<file path="src/rtl/fir_mac_filter.sv">
// Time-multiplexed FIR filter: y[n] = sum_k c[k]*x[n-k], one tap per clock
// through a single shared multiplier and accumulator.
// Ports:
//   clk, rst_n            clock, synchronous active-low reset
//   in_valid/in_ready     sample handshake (ready only while idle), in_data signed
//   coef_we/addr/data     run-time coefficient write, honoured only while idle
//   out_valid/out_ready   result handshake, out_data held until accepted
//   busy                  high while computing or presenting a result
module fir_mac_filter #(
  parameter int unsigned DATA_W = 8,
  parameter int unsigned COEF_W = 8,
  parameter int unsigned TAPS   = 4,
  parameter int unsigned OUT_W  = 32,
  parameter int unsigned SAT    = 1
) (
  input  logic                      clk,
  input  logic                      rst_n,
  input  logic                      in_valid,
  output logic                      in_ready,
  input  logic signed [DATA_W-1:0]  in_data,
  input  logic                      coef_we,
  input  logic [$clog2(TAPS)-1:0]   coef_addr,
  input  logic signed [COEF_W-1:0]  coef_data,
  output logic                      out_valid,
  input  logic                      out_ready,
  output logic signed [OUT_W-1:0]   out_data,
  output logic                      busy
);

  localparam int unsigned AW    = $clog2(TAPS);
  localparam int unsigned CW    = $clog2(TAPS + 1);
  localparam int unsigned PW    = DATA_W + COEF_W;
  localparam int unsigned ACC_W = PW + AW;

  typedef enum logic [1:0] {
    S_IDLE = 2'd0,
    S_MAC  = 2'd1,
    S_OUT  = 2'd2
  } state_t;

  state_t state_q, state_d;

  logic signed [DATA_W-1:0] x_q [TAPS];
  logic signed [COEF_W-1:0] c_q [TAPS];
  logic signed [ACC_W-1:0]  acc_q;
  logic [CW-1:0]            cnt_q;

  logic accept, coef_wr, acc_en, fin;

  // Next-state and datapath control
  always_comb begin
    state_d = state_q;
    accept  = 1'b0;
    coef_wr = 1'b0;
    acc_en  = 1'b0;
    fin     = 1'b0;
    case (state_q)
      S_IDLE: begin
        coef_wr = coef_we && (32'(coef_addr) < TAPS);
        if (in_valid) begin
          accept  = 1'b1;
          state_d = S_MAC;
        end
      end
      S_MAC: begin
        // Counter runs one past the last tap: that extra cycle registers the sum.
        if (cnt_q == CW'(TAPS)) begin
          fin     = 1'b1;
          state_d = S_OUT;
        end else begin
          acc_en  = 1'b1;
        end
      end
      S_OUT: begin
        if (out_ready) state_d = S_IDLE;
      end
      default: state_d = S_IDLE;
    endcase
  end

  // State register
  always_ff @(posedge clk) begin
    if (!rst_n) state_q <= S_IDLE;
    else        state_q <= state_d;
  end

  // Shared multiplier: tap index clamps to 0 on the finalise cycle
  logic [AW-1:0]          tap_idx;
  logic signed [PW-1:0]   x_ext, c_ext, prod;

  assign tap_idx = (32'(cnt_q) < TAPS) ? cnt_q[AW-1:0] : '0;
  assign x_ext   = PW'(x_q[tap_idx]);
  assign c_ext   = PW'(c_q[tap_idx]);
  assign prod    = x_ext * c_ext;

  // Final result formatting: sign-extend, saturate or wrap
  logic signed [OUT_W-1:0] res_c;
  generate
    if (OUT_W >= ACC_W) begin : g_ext
      assign res_c = OUT_W'(acc_q);
    end else if (SAT != 0) begin : g_sat
      logic ovf;
      // Overflow whenever the bits dropped differ from the kept sign bit.
      assign ovf   = acc_q[ACC_W-1:OUT_W-1] != {(ACC_W-OUT_W+1){acc_q[ACC_W-1]}};
      assign res_c = !ovf            ? acc_q[OUT_W-1:0]             :
                     acc_q[ACC_W-1]  ? {1'b1, {(OUT_W-1){1'b0}}}    :
                                       {1'b0, {(OUT_W-1){1'b1}}};
    end else begin : g_wrap
      assign res_c = acc_q[OUT_W-1:0];
    end
  endgenerate

  // Delay line, coefficients, accumulator and registered outputs
  always_ff @(posedge clk) begin
    if (!rst_n) begin
      for (int unsigned i = 0; i < TAPS; i++) begin
        x_q[AW'(i)] <= '0;
        c_q[AW'(i)] <= '0;
      end
      acc_q     <= '0;
      cnt_q     <= '0;
      out_data  <= '0;
      out_valid <= 1'b0;
      in_ready  <= 1'b1;
      busy      <= 1'b0;
    end else begin
      if (coef_wr) c_q[coef_addr] <= coef_data;
      if (accept) begin
        for (int unsigned i = 1; i < TAPS; i++) x_q[AW'(i)] <= x_q[AW'(i - 1)];
        x_q[0] <= in_data;
        acc_q  <= '0;
        cnt_q  <= '0;
      end else if (acc_en) begin
        acc_q  <= acc_q + ACC_W'(prod);
        cnt_q  <= cnt_q + CW'(1);
      end
      if (fin) out_data <= res_c;
      out_valid <= (state_d == S_OUT);
      in_ready  <= (state_d == S_IDLE);
      busy      <= (state_d != S_IDLE);
    end
  end

endmodule

</file>
<file path="config.mk">
export PLATFORM = sky130hd
export DESIGN_NAME = fir_mac_filter
export DESIGN_NICKNAME = d
export VERILOG_FILES = /design/src/rtl/fir_mac_filter.sv
export SDC_FILE = /design/constraint.sdc
export NUM_CORES = 1
export LEC_CHECK = 0
export CORE_UTILIZATION = 45
export DETAILED_ROUTE_END_ITERATION = 8
export PLACE_DENSITY = 0.64
export SYNTH_ARGS = -nofsm -noshare
export SYNTH_HDL_FRONTEND = slang
export SYNTH_SLANG_ARGS = --single-unit
</file>
<file path="constraint.sdc">
create_clock -name clk -period 7.19 [get_ports clk]
set_clock_uncertainty 0.1 [all_clocks]
set_input_delay 0.719 -clock clk [delete_from_list [all_inputs] [get_ports clk]]
set_output_delay 0.719 -clock clk [all_outputs]
set_load 0.02 [all_outputs]
</file>
==> flow_metrics.env <==
export IMPL_reg2reg_to="acc_q[15]$_SDFFE_PP0P_"
export IMPL_ff2ff_setup_slack_ns=1.06
export IMPL_cts_tree="done"
export IMPL_power_frac_clock_pct=21.9
export IMPL_hold_slack_ns=0.3707
export IMPL_ys_seq_area_share_pct=35.45
export IMPL_avgSynthCellArea_um2=10.54
export IMPL_drc=0
export IMPL_wl_mm=15.70
export IMPL_ioPinCount=58
export IMPL_yosys_area_top_type="edfxtp_1"
export IMPL_p_int_uw=1467
export IMPL_max_freq_mhz=163.2
export IMPL_ys_async_sr_fraction_pct=0
export IMPL_die_h_um=134.6
export IMPL_mostFrequentLayoutCells="nand2_1 (95), inv_1 (90), fa_1 (79), and2_1 (64), edfxtp_1 (64)"
export IMPL_dp_hpwl_mm=12.56
export IMPL_syn_area_um2=7906
export IMPL_status="finished, final reports clean"
export IMPL_r2r_start="cnt_q[2]$_SDFFE_PP0P_"
export IMPL_place_gp_congestion=0.8379
export IMPL_synth_distinct_cells=50
export IMPL_peakVddDrop_uv=138.5
export IMPL_tightest_slew_ns=1.186
export IMPL_rows=48
export IMPL_synthTopCellsByArea="edfxtp_1 (24%), fa_1 (20%), dfxtp_1 (11%)"
export IMPL_critPathArrivalTime_ns=6.31
export IMPL_p_leak_uw=0.003892
export IMPL_rr_worst_depth=22
export IMPL_die_x_um=134.6
export IMPL_ys_ff_latch=108
export IMPL_p_per_area_nw_per_um2=266.0
export IMPL_p_seq_share_pct=31.0
export IMPL_cts_clk_slew_worst_paths_ns=0.08
export IMPL_cp_start_kind="register"
export IMPL_drtIter0Drc=203
export IMPL_dr_pass1_iters=4
export IMPL_layout_commonest_cell="nand2_1"
export IMPL_setup_violations_final=0
export IMPL_vias=5046
export IMPL_synth_net_count=897
export IMPL_rsz0062_at_grt="no"
export IMPL_portBuffers=57
export IMPL_slew_headroom_pct=20.11
export IMPL_track_usage_pct=19.15
export IMPL_syn_inst=750
export IMPL_crit_type="reg2reg"
export IMPL_antenna_found_initial=0
export IMPL_clk_latency_ns=0.36
export IMPL_crit_required_ns=7.37
export IMPL_cts_setup_buffers=0
export IMPL_cts_buffers=9
export IMPL_postCtsHoldBufs=0
export IMPL_setup_tns_ns=0
export IMPL_endpoint="acc_q[15]$_SDFFE_PP0P_"
export IMPL_die_area_um2=18100
export IMPL_synth_top_area_share_pct=24.31
export IMPL_fin_crit_ns=6.127
export IMPL_grt_max_degree=44
export IMPL_num_antenna_cells=0
export IMPL_combPwrFrac_pct=47.1
export IMPL_cts_resized_gates=0
export IMPL_start_util_pct=45.87
export IMPL_fp_coreArea_um2=17240
export IMPL_synth_main_ff_cell="edfxtp_1"
export IMPL_cts_sinks=108
export IMPL_area_growth_pct=13.02
export IMPL_cap_violations=0
export IMPL_min_period_over_period_pct=85.21
export IMPL_switching_share_pct=38.26
export IMPL_slew_viol_final=0
export IMPL_yosysWarnings=0
export IMPL_hold_class="reg2reg"
export IMPL_p_sw_uw=909.5
export IMPL_htreeDepth=3
export IMPL_cp_max_fo=16
export IMPL_ctsRootBufferMaster="clkbuf_16"
export IMPL_critPathCaptureType="register"
export IMPL_grt_pass1_vias=5358
export IMPL_synth_edff_count=64
export IMPL_finalHoldViolCount=0
export IMPL_grt_overflow=0
export IMPL_drive_above_1_share_pct=7.250
export IMPL_grt_pass1_wl_mm=26.99
export IMPL_crit_start="cnt_q[2]$_SDFFE_PP0P_"
export IMPL_wl_per_cell_um=15.31
export IMPL_postRouteAntennaNets=0
export IMPL_nets=942
export IMPL_clock_path_buffers=2
export IMPL_via_per_inst=4.923
-- area by class of cell --
type                    instances  area, µm²
inverters                      93      349.1
repair buffers                 68      650.6
well taps                     225      281.5
flip-flops and latches        108       2803
clock inverters                 7      83.83
multi-input cells             515       4543
fillers                      1512       8300
clock buffers                   9      225.2
-- through the flow --
stage          worst slack [ns]  area (µm²)  power [µW]  std cells  util, %
2_1_floorplan            0.8885        7906        1590        750        -
3_3_place_gp              1.203        8622        1832       1008    50.02
3_5_place_dp              1.099        8622        1862       1008    50.02
4_1_cts                   1.057        8931        2402       1024    51.81
5_1_grt                  0.7374        8936        2580       1025    51.84
6_report                  1.063        8936        2377       1025    51.84
-- worst max-delay path, stage by stage (launching register included) --
cell	delay [ns]
dfxtp_1	0.44
nand2b_1	0.14
buf_4	0.25
mux2_2	0.20
nor2_1	0.04
a21oi_2	0.28
nor2b_1	0.18
buf_4	0.24
inv_1	0.08
fa_1	0.48
inv_1	0.06
fa_1	0.48
fa_1	0.58
fa_1	0.42
ha_1	0.31
a21o_1	0.17
ha_1	0.36
and3_1	0.23
a22oi_1	0.21
a21boi_2	0.10
o211ai_1	0.20
mux2_2	0.36
o22ai_1	0.15
-- power by group through the flow --
stage	registers [µW]	logic, µW	clock network, µW
2_1_floorplan	738	852	0
3_3_place_gp	750	1080	0
3_5_place_dp	752	1110	0
4_1_cts	738	1130	533
5_1_grt	744	1280	555
6_report	736	1120	520
-- cells in the mapped netlist (15+ instances only) --
| master | count |
|---|---|
| nor2_1 | 49 |
| dfxtp_1 | 44 |
| a21boi_0 | 20 |
| inv_1 | 90 |
| a21oi_1 | 20 |
| ha_1 | 45 |
| mux2_2 | 16 |
| and2_1 | 64 |
| buf_4 | 15 |
| mux2i_1 | 31 |
| nand2_1 | 95 |
| edfxtp_1 | 64 |
| fa_1 | 79 |
-- kinds of logic after synthesis --
| kind of cell | count (synthesis) | share of synthesized area (%) |
|---|---|---|
| AOI/OAI and AO/OA | 79 | 6.932 |
| xor gates and xnor gates | 21 | 2.326 |
| adders and majority gates | 124 | 27.12 |
| buffers and inverters | 127 | 7.121 |
| DFF | 108 | 35.45 |
| muxes | 48 | 6.393 |
| and+or+nand+nor | 243 | 14.65 |
-- how the worst min path moves through the flow --
stage	startpoint	endpoint	slack (ns)	depth (start not counted)
floorplan	acc_q[6]$_SDFFE_PP0P_	out_data[6]$_SDFFE_PN0P_	0.34	2
global placement	out_data[14]$_SDFFE_PN0P_	out_data[14]$_SDFFE_PN0P_	0.35	2
detailed placement	out_data[10]$_SDFFE_PN0P_	out_data[10]$_SDFFE_PN0P_	0.36	2
CTS	out_data[11]$_SDFFE_PN0P_	out_data[11]$_SDFFE_PN0P_	0.37	2
global route	out_data[11]$_SDFFE_PN0P_	out_data[11]$_SDFFE_PN0P_	0.38	2
finish	out_data[11]$_SDFFE_PN0P_	out_data[11]$_SDFFE_PN0P_	0.37	2
-- registers in the layout, indices dropped and copies added (netlist names) --
name and cells:
acc_q 18, busy 1, c_q 32, cnt_q 3
in_ready 1, out_data 18, out_valid 1, state_q 2
x_q 32
-- per-layer routing --
layer	share of wire, %	routed length (µm)	global-route usage (%)	up-vias
met5	0	0	0	-
met4	1.8	281	5.930	0
met3	2.4	379	3.041	21
met2	47	7380	30.89	74
met1	49	7656	26.60	2457
li1	-	-	-	2494
No activity file was read; power rests on OpenSTA's default activity.
